File: src/rtl/read_from_fifo_if.sv
// Bus bundle for read_from_fifo: AES ciphertext push side plus the host register read channel.
interface read_from_fifo_if;
   logic         ct_valid;
   logic [127:0] ct_data;
   logic         ct_ready;
   logic         arvalid_q;
   logic [31:0]  araddr_q;
   logic         rready;
   logic         rvalid;
   logic [31:0]  rdata;
   logic [1:0]   rresp;

   modport slave (
      input  ct_valid, ct_data, arvalid_q, araddr_q, rready,
      output ct_ready, rvalid, rdata, rresp
   );

   modport master (
      output ct_valid, ct_data, arvalid_q, araddr_q, rready,
      input  ct_ready, rvalid, rdata, rresp
   );
endinterface

File: src/rtl/read_from_fifo.sv
// Ciphertext block FIFO drained byte-by-byte (or word-by-word when READ_FIFO_WORD_MODE_EN
// is defined) through a single-outstanding register read channel.
module read_from_fifo #(
   parameter int unsigned DEPTH       = 2,
   parameter logic [31:0] DATA_ADDR   = 32'h0000_0510,
   parameter logic [31:0] STATUS_ADDR = 32'h0000_0514
) (
   input logic              clk_main_a0,
   input logic              rst_main_n_sync,
   read_from_fifo_if.slave  bus
);

   localparam int unsigned PTR_W = (DEPTH > 1) ? $clog2(DEPTH) : 1;
   localparam int unsigned CNT_W = $clog2(DEPTH) + 1;
`ifdef READ_FIFO_WORD_MODE_EN
   localparam logic [3:0]  BP_LAST = 4'd3;
`else
   localparam logic [3:0]  BP_LAST = 4'd15;
`endif

   localparam logic [0:0] ST_IDLE = 1'b0;
   localparam logic [0:0] ST_RESP = 1'b1;

   localparam logic [1:0] RESP_OKAY   = 2'b00;
   localparam logic [1:0] RESP_SLVERR = 2'b10;

   logic [127:0]     r_mem [DEPTH];
   logic [PTR_W-1:0] r_wr_ptr;
   logic [PTR_W-1:0] r_rd_ptr;
   logic [CNT_W-1:0] r_count;
   logic [3:0]       r_bp;
   logic [0:0]       r_state;
   logic             r_rvalid;
   logic [31:0]      r_rdata;
   logic [1:0]       r_rresp;
   logic             r_data_hit;

   logic             w_empty;
   logic             w_full;
   logic             w_ct_ready;
   logic             w_push;
   logic             w_adv;
   logic             w_pop;
   logic [127:0]     w_head;
   logic [31:0]      w_data_word;
   logic [31:0]      w_status_word;
   logic [0:0]       w_state_nxt;
   logic             w_rvalid_nxt;
   logic [31:0]      w_rdata_nxt;
   logic [1:0]       w_rresp_nxt;
   logic             w_data_hit_nxt;

   assign w_empty    = (r_count == '0);
   assign w_full     = (r_count == CNT_W'(DEPTH));
   assign w_ct_ready = (r_count < CNT_W'(DEPTH));
   assign w_push     = bus.ct_valid && w_ct_ready;
   assign w_pop      = w_adv && (r_bp == BP_LAST);
   assign w_head     = r_mem[r_rd_ptr];

   assign bus.ct_ready = w_ct_ready;
   assign bus.rvalid   = r_rvalid;
   assign bus.rdata    = r_rdata;
   assign bus.rresp    = r_rresp;

`ifdef READ_FIFO_WORD_MODE_EN
   // Most-significant word of the head block is word 0.
   logic [31:0] w_words [4];
   always_comb begin
      for (int i = 0; i < 4; i++) begin
         w_words[i] = w_head[127 - 32*i -: 32];
      end
      w_data_word = w_words[r_bp[1:0]];
   end
`else
   // Byte 0 is the top byte; tag counts down 0, F, E, ... 1 as the byte pointer advances.
   logic [7:0] w_bytes [16];
   always_comb begin
      for (int i = 0; i < 16; i++) begin
         w_bytes[i] = w_head[127 - 8*i -: 8];
      end
      w_data_word = {4'(5'd16 - {1'b0, r_bp}), 20'h0_0000, w_bytes[r_bp]};
   end
`endif

   assign w_status_word = {12'h000, r_bp, 6'h00, w_full, w_empty, 8'(r_count)};

   // Read FSM: state register
   always_ff @(posedge clk_main_a0 or negedge rst_main_n_sync) begin
      if (!rst_main_n_sync) begin
         r_state <= ST_IDLE;
      end else begin
         r_state <= w_state_nxt;
      end
   end

   // Read FSM: decode on request, release and flag side effects on handshake
   always_comb begin
      w_state_nxt    = r_state;
      w_rvalid_nxt   = r_rvalid;
      w_rdata_nxt    = r_rdata;
      w_rresp_nxt    = r_rresp;
      w_data_hit_nxt = r_data_hit;
      w_adv          = 1'b0;
      case (r_state)
         ST_IDLE: begin
            if (bus.arvalid_q) begin
               w_state_nxt  = ST_RESP;
               w_rvalid_nxt = 1'b1;
               if (bus.araddr_q == DATA_ADDR && !w_empty) begin
                  w_rdata_nxt    = w_data_word;
                  w_rresp_nxt    = RESP_OKAY;
                  w_data_hit_nxt = 1'b1;
               end else if (bus.araddr_q == STATUS_ADDR) begin
                  w_rdata_nxt    = w_status_word;
                  w_rresp_nxt    = RESP_OKAY;
                  w_data_hit_nxt = 1'b0;
               end else begin
                  w_rdata_nxt    = 32'h0000_0000;
                  w_rresp_nxt    = RESP_SLVERR;
                  w_data_hit_nxt = 1'b0;
               end
            end
         end
         ST_RESP: begin
            if (bus.rready) begin
               w_state_nxt    = ST_IDLE;
               w_rvalid_nxt   = 1'b0;
               w_adv          = r_data_hit;
               w_data_hit_nxt = 1'b0;
            end
         end
         default: w_state_nxt = ST_IDLE;
      endcase
   end

   // Registered read-channel outputs
   always_ff @(posedge clk_main_a0 or negedge rst_main_n_sync) begin
      if (!rst_main_n_sync) begin
         r_rvalid   <= 1'b0;
         r_rdata    <= 32'h0000_0000;
         r_rresp    <= 2'b00;
         r_data_hit <= 1'b0;
      end else begin
         r_rvalid   <= w_rvalid_nxt;
         r_rdata    <= w_rdata_nxt;
         r_rresp    <= w_rresp_nxt;
         r_data_hit <= w_data_hit_nxt;
      end
   end

   // Block storage; contents are don't-care until written
   always_ff @(posedge clk_main_a0) begin
      if (w_push) begin
         r_mem[r_wr_ptr] <= bus.ct_data;
      end
   end

   // Pointers, occupancy and byte/word pointer
   always_ff @(posedge clk_main_a0 or negedge rst_main_n_sync) begin
      if (!rst_main_n_sync) begin
         r_wr_ptr <= '0;
         r_rd_ptr <= '0;
         r_count  <= '0;
         r_bp     <= 4'd0;
      end else begin
         if (w_push) begin
            r_wr_ptr <= r_wr_ptr + PTR_W'(1);
         end
         if (w_pop) begin
            r_rd_ptr <= r_rd_ptr + PTR_W'(1);
         end
         case ({w_push, w_pop})
            2'b10:   r_count <= r_count + CNT_W'(1);
            2'b01:   r_count <= r_count - CNT_W'(1);
            default: r_count <= r_count;
         endcase
         if (w_adv) begin
            r_bp <= (r_bp == BP_LAST) ? 4'd0 : r_bp + 4'd1;
         end
      end
   end

endmodule
File: src/flat_wrapper.sv
// flat-port wrapper written by rule: the top's interface ports become plain ports
module read_from_fifo_flat 
#(
   parameter int unsigned DEPTH       = 2,
   parameter logic [31:0] DATA_ADDR   = 32'h0000_0510,
   parameter logic [31:0] STATUS_ADDR = 32'h0000_0514
)
  (clk_main_a0, rst_main_n_sync, bus_ct_valid, bus_ct_data, bus_arvalid_q, bus_araddr_q, bus_rready, bus_ct_ready, bus_rvalid, bus_rdata, bus_rresp);
  read_from_fifo_if bus_i ();
  input logic clk_main_a0;
  input logic rst_main_n_sync;
  input wire logic [$bits(bus_i.ct_valid)-1:0] bus_ct_valid;
  input wire logic [$bits(bus_i.ct_data)-1:0] bus_ct_data;
  input wire logic [$bits(bus_i.arvalid_q)-1:0] bus_arvalid_q;
  input wire logic [$bits(bus_i.araddr_q)-1:0] bus_araddr_q;
  input wire logic [$bits(bus_i.rready)-1:0] bus_rready;
  output wire logic [$bits(bus_i.ct_ready)-1:0] bus_ct_ready;
  output wire logic [$bits(bus_i.rvalid)-1:0] bus_rvalid;
  output wire logic [$bits(bus_i.rdata)-1:0] bus_rdata;
  output wire logic [$bits(bus_i.rresp)-1:0] bus_rresp;
  assign bus_i.ct_valid = bus_ct_valid;
  assign bus_i.ct_data = bus_ct_data;
  assign bus_i.arvalid_q = bus_arvalid_q;
  assign bus_i.araddr_q = bus_araddr_q;
  assign bus_i.rready = bus_rready;
  assign bus_ct_ready = bus_i.ct_ready;
  assign bus_rvalid = bus_i.rvalid;
  assign bus_rdata = bus_i.rdata;
  assign bus_rresp = bus_i.rresp;
  read_from_fifo #(.DEPTH(DEPTH), .DATA_ADDR(DATA_ADDR), .STATUS_ADDR(STATUS_ADDR)) u_core (.clk_main_a0(clk_main_a0), .rst_main_n_sync(rst_main_n_sync), .bus(bus_i));
endmodule
File: config.mk
export PLATFORM = sky130hd
export DESIGN_NAME = read_from_fifo_flat
export DESIGN_NICKNAME = d
export VERILOG_FILES = /design/src/rtl/read_from_fifo_if.sv /design/src/rtl/read_from_fifo.sv /design/src/flat_wrapper.sv
export SDC_FILE = /design/constraint.sdc
export NUM_CORES = 1
export LEC_CHECK = 0
export ABC_CLOCK_PERIOD_IN_PS = 14010
export CORE_AREA = 2 2 146 162
export DETAILED_ROUTE_END_ITERATION = 8
export DIE_AREA = 0 0 148 164
export GPL_TIMING_DRIVEN = 0
export HOLD_SLACK_MARGIN = 0.08
export PLACE_DENSITY = 0.84
export SYNTH_ARGS = -nofsm -noshare
export SYNTH_HDL_FRONTEND = slang
export SYNTH_SLANG_ARGS = --single-unit
export TNS_END_PERCENT = 100
File: constraint.sdc
create_clock -name clk_main_a0 -period 14.01 [get_ports clk_main_a0]
set_input_delay 2.802 -clock clk_main_a0 [delete_from_list [all_inputs] [get_ports clk_main_a0]]
set_output_delay 2.802 -clock clk_main_a0 [all_outputs]
set_load 0.05 [all_outputs]
# Yosys cells after proc, flatten, opt, wreduce, memory -nomap -nowiden
# Memory sizes are Yosys's and may differ from the RTL's.
# Index checks and enable logic that the tools add are counted.
# classes
add_sub_neg	6
multipliers	0
n_div	0
n_lt_le_gt_ge	2
n_eq_ne	8
n_shift	0
muxes	22
bitwise_logic	2
n_reduce_logical	8
# ops
cell	n
$eq 32x11->1 const B	2
$bmux 8 s4	1
$mux 32	1
$mux 20	1
$mux 8	2
$mux 1	10
$pmux 1 s2	3
$ge 5x5->1 const B	1
$not 4->5	1
$add 4x1->4 const B	1
$eq 2x2->1 const B	2
$eq 4x4->1 const B	1
$mux 2	2
$mux 4	1
$ne 2x2->1 const B	2
$pmux 2 s2	1
$reduce_and 2->1	2
$sub 1x4->4 const A	1
$logic_and 1x1->1	3
$add 1x1->1 const B	2
$add 2x1->2 const B	1
$eq 2x1->1 const B	1
$logic_not 2->1	1
$lt 2x2->1 const B	1
other kinds (4)	4
# totals
ff_bits	45
latchBits	0
mem_bits_rw	256
mem_bits_ro	0
inputBits	165
out_inout_bits	36
n_memories	1
# memory_table
memory	depth	width	read_ports	rd_ports_with_merged_regs	wr	line	source
u_core.r_mem	2	128	1	0	1	read_from_fifo.sv:27	logic [127:0] r_mem [DEPTH];

# Logic depth before layout (Yosys ltp)
# depth
ltp_word	6
ltp_mapped	7

# Worst setup path before layout
# No wires, ideal clock.
# synth_timing
path_type	in2reg
from	input bus_ct_valid
to	memory u_core.r_mem[0][0] (enable)
setup_ns	0.617
t_arrival_ns	8.253
required_ns	13.393
slack_ns	5.140
cell_stages	2
n_path_buf	0
cell_sequence	nand2_1 nor2_1
# synth_via
elab_chain_len	3
# synth_rtl
item	line	source
from (decl)	flat_wrapper.sv:12	input wire logic [$bits(bus_i.ct_valid)-1:0] bus_ct_valid;
$logic_and 1x1->1	read_from_fifo.sv:56	assign w_push = bus.ct_valid && w_ct_ready;
$mux 1	read_from_fifo.sv:153	if (w_push) begin
$mux 1 (implied by the code)	read_from_fifo.sv:154	r_mem[r_wr_ptr] <= bus.ct_data;
to (decl)	read_from_fifo.sv:27	
# No other way between the ends.

# Worst setup path in the final report
# layout_timing
from	register u_core.r_count[1]
to	output bus_ct_ready
# layout_via
elab_chain_len	1
# layout_rtl
item	line	source
from (decl)	read_from_fifo.sv:30	logic [CNT_W-1:0] r_count;
from (signal assigned)	read_from_fifo.sv:173	2'b10: r_count <= r_count + CNT_W'(1);
from (signal assigned)	read_from_fifo.sv:174	2'b01: r_count <= r_count - CNT_W'(1);
from (signal assigned)	read_from_fifo.sv:175	default: r_count <= r_count;
$lt 2x2->1	read_from_fifo.sv:55	assign w_ct_ready = (r_count < CNT_W'(DEPTH));
to (decl)	flat_wrapper.sv:17	output wire logic [$bits(bus_i.ct_ready)-1:0] bus_ct_ready;
# No other way between the ends.

==> results by group <==
Worst setup path
  – Worst-path cell with the longest stage delay: sky130_fd_sc_hd__clkdlybuf4s50_1
  – Critical path start-end classification: flip-flop to primary output
  – CP startpoint kind: flip-flop
  – WP data arrival: 1.94 ns
  – Endpoint class of the critical path: primary output
  – Required time at the worst-slack endpoint: 11.21 ns
  – Peak fanout along the critical path: 5
  – Kind of cell adding the most delay to the critical path: buffers and inverters
  – Buf/Inv on CP: 2
  – Crit-path cells: inv_1 -> clkdlybuf4s50_1
  – Largest stage delay on the critical path: 0.84 ns

Logic synthesis
  – Main area contributors after synthesis: sky130_fd_sc_hd__edfxtp_1 69%, sky130_fd_sc_hd__mux4_2 13%, sky130_fd_sc_hd__dfrtp_1 6.7%, sky130_fd_sc_hd__buf_4 1.4%, sky130_fd_sc_hd__nand2_1 1.2%
  – Netlist area before placement: 11100 µm²
  – Avg Synthesized Cell Area: 20.5 µm²
  – Number of synthesized flops with an enable pin: 256
  – Count of synthesis-stage warnings from yosys: 0
  – Most frequent cell after synthesis: sky130_fd_sc_hd__edfxtp_1
  – Cell taking the most area after synthesis: sky130_fd_sc_hd__edfxtp_1
  – Count of mapped cells out of synthesis: 544
  – Portion of the post-synthesis area used by sequential elements: 75.8%
  – Share of synthesized flip-flops with an asynchronous set or reset: 10.5%
  – Synth Flop Type: sky130_fd_sc_hd__edfxtp_1
  – Yosys top cell area share: 69.0%
  – Synthesis-stage register bit count: 286
  – Most numerous cell types in the synthesized netlist: 256 x sky130_fd_sc_hd__edfxtp_1, 66 x sky130_fd_sc_hd__mux4_2, 35 x sky130_fd_sc_hd__nand2_1, 30 x sky130_fd_sc_hd__dfrtp_1, 21 x sky130_fd_sc_hd__buf_4
  – Synth cell types: 49

Global routing
  – Overall fraction of global-route tracks in use: 20.5%
  – Via count of the first global-routing pass: 6414
  – GRT Residual Overflow: 0
  – Global-route wire length before repair: 37000 µm
  – Number of antenna violations at the first check in global routing: 0
  – Pin count of the biggest net entering global routing: 66

Placed design
  – Gp weighted congestion: 0.773
  – Dpl hpwl: 17700 µm
  – Placed cell count: 1049
  – Port Buf Inserts: 185
  – Placed instance area: 13600 µm²

Power and ir drop
  – Pwr/cell area: 122 nW/µm²
  – Final Total Pwr: 1.76 mW
  – P_leak: 4.89 nW
  – IR drop worst, VDD: 0.109 mV

Layout
  – Share of final-layout standard cells stronger than drive strength 1: 19.7%
  – Area growth, synth to finish: 30.2%
  – Area taken by flip-flops and latches: 8440 µm²
  – Fillers: 1547
  – Nets@finish: 947
  – Layout Cell Area excl Fill: 14500 µm²
  – Count of placed standard cells in the final layout, fillers left out: 1101
  – Multi-input gate area: 2500 µm²
  – Antenna Diode Count: 0

Floorplanning
  – Vert. Die Dim: 164 µm
  – Number of ports placed on the die boundary: 201
  – Total number of placement rows: 58
  – Core box area: 22600 µm²
  – Starting utilization of the core area: 49.2%
  – Die Width: 148 µm
  – Floorplan die area: 24300 µm²

Clock network
  – TritonCTS Buffers: 28
  – Post-CTS setup buffers: 0
  – Reg clk slew, reported paths: 0.06 ns
  – Number of H-tree levels: 1
  – Clock Root Buffer: sky130_fd_sc_hd__clkbuf_16
  – Post-cts repair resize count: 0
  – Total number of clock tree sinks: 286
  – Clock Tree Buf Depth: 3
  – Hold-fix buffers, CTS: 0
  – Clock tree from TritonCTS: built
  – Insertion delay of the later-clocked pin in the worst-skew pair: 0.53 ns

STA
  – Setup repair after global routing missed its margin: false
  – Share of the clock period used by the worst path after layout: 33.8%
  – Remaining max-slew budget at the tightest pin: 53.3%
  – Worst hold margin: 0.477 ns
  – Worst-Margin Slew: 0.699 ns
  – Setup Skew: 0.0183 ns
  – Final count of negative-setup-slack endpoints: 0
  – Achievable clock frequency: 0.211 GHz
  – Final Hold Viols: 0
  – Setup TNS: 0 ns
  – Minimum period implied by the final worst setup slack: 4.74 ns
  – Slew Viols, Final: 0

Detailed routing
  – DRC marker count from the first detailed-route iteration: 370
  – Post-route antenna net violation count: 0
  – Aggregate routed wire length: 24700 µm
  – Remaining design rule violation count: 0
  – Drt first pass iters: 4
  – Routed WL per cell: 22.4 µm
  – Average vias per placed instance: 5.47
  – Routed vias: 6026

Outcome
  – Run status: finished, final reports clean

Min path
  – Worst hold path type: flip-flop to flip-flop

Job
  – Maximum capacitance violations: 0
where the power goes:
group	internal (mW)	leakage (nW)	total, mW	switching, mW
Clock	0.455	0.469	0.756	0.301
Sequential	0.930	2.70	0.931	0.00126
Combinational	0.0456	1.72	0.0763	0.0307
metal layers:
metal  wire, µm  track usage (%)
met3       1610             3.92
met4        585             5.24
met2      13200             37.4
met1       9310             25.3
met5          0                0
layout make-up:
cell class | count | share of cell area [%]
timing repair buffer | 191 | 13.7
inverter | 5 | 0.129
sequential | 286 | 58.2
tap | 300 | 2.59
multi-input combinational | 226 | 17.2
clock inverter | 19 | 1.34
clock buffer | 33 | 5.18
buffer | 41 | 1.68
final timing paths:
check,slack (ns),depth (start not counted),end,from
max in group asynchronous,11.23,1,u_core.bus.rdata[4],rst_main_n_sync
min,0.48,2,u_core.bus.rdata[9],u_core.bus.rdata[9]
max,9.27,2,bus_ct_ready,u_core.r_count[1]
max reg2reg,11.56,6,u_core.bus.rdata[7],u_core.r_bp[0]
min in group asynchronous,2.32,1,u_core.r_data_hit,rst_main_n_sync
min reg2reg,0.48,2,u_core.bus.rdata[9],u_core.bus.rdata[9]
sequential cells by signal (all words and copies together) (netlist names), 2 cells and up:
| signal | flops |
|---|---|
| u_core.r_mem | 256 |
| u_core.bus.rdata | 18 |
| u_core.r_bp | 4 |
| u_core.r_count | 2 |
cells by family (layout without fill, tap and decap cells):
family,count (synthesis),after routing,synth area share [%]
xor gates and xnor gates,8,8,0.629
other,1,15,0.0337
adders and majority gates,3,3,0.337
and+or+nand+nor,75,75,3.57
DFF,286,286,75.8
AOI/OAI and AO/OA,52,52,3.30
buffers and inverters,46,289,2.36
muxes,73,73,14.0
metrics by stage:
stage          util [%]  worst slack (ns)
6_report           64.1              9.27
2_1_floorplan         -              5.14
3_3_place_gp       59.3              1.77
5_1_grt            64.1              9.25
3_5_place_dp       59.9              9.09
4_1_cts            64.1              9.27
layout by cell type, fill, tap and decap left out, drive strengths merged, types with 7 or more instances in the layout:
master         count
a31oi             11
buf               40
clkbuf            41
clkdlybuf4s50    184
clkinv            14
conb              15
dfrtp             30
edfxtp           256
mux4              66
nand2             35
o21ai              7
o22ai             12
tightest hold or removal path, delay by kind of cell, from the launching register on:
kind	cells	cell delay, ns
simple gates	1	0.05
compound gates	1	0.05
flops	1	0.34
Power figures use the tool's default switching activity.
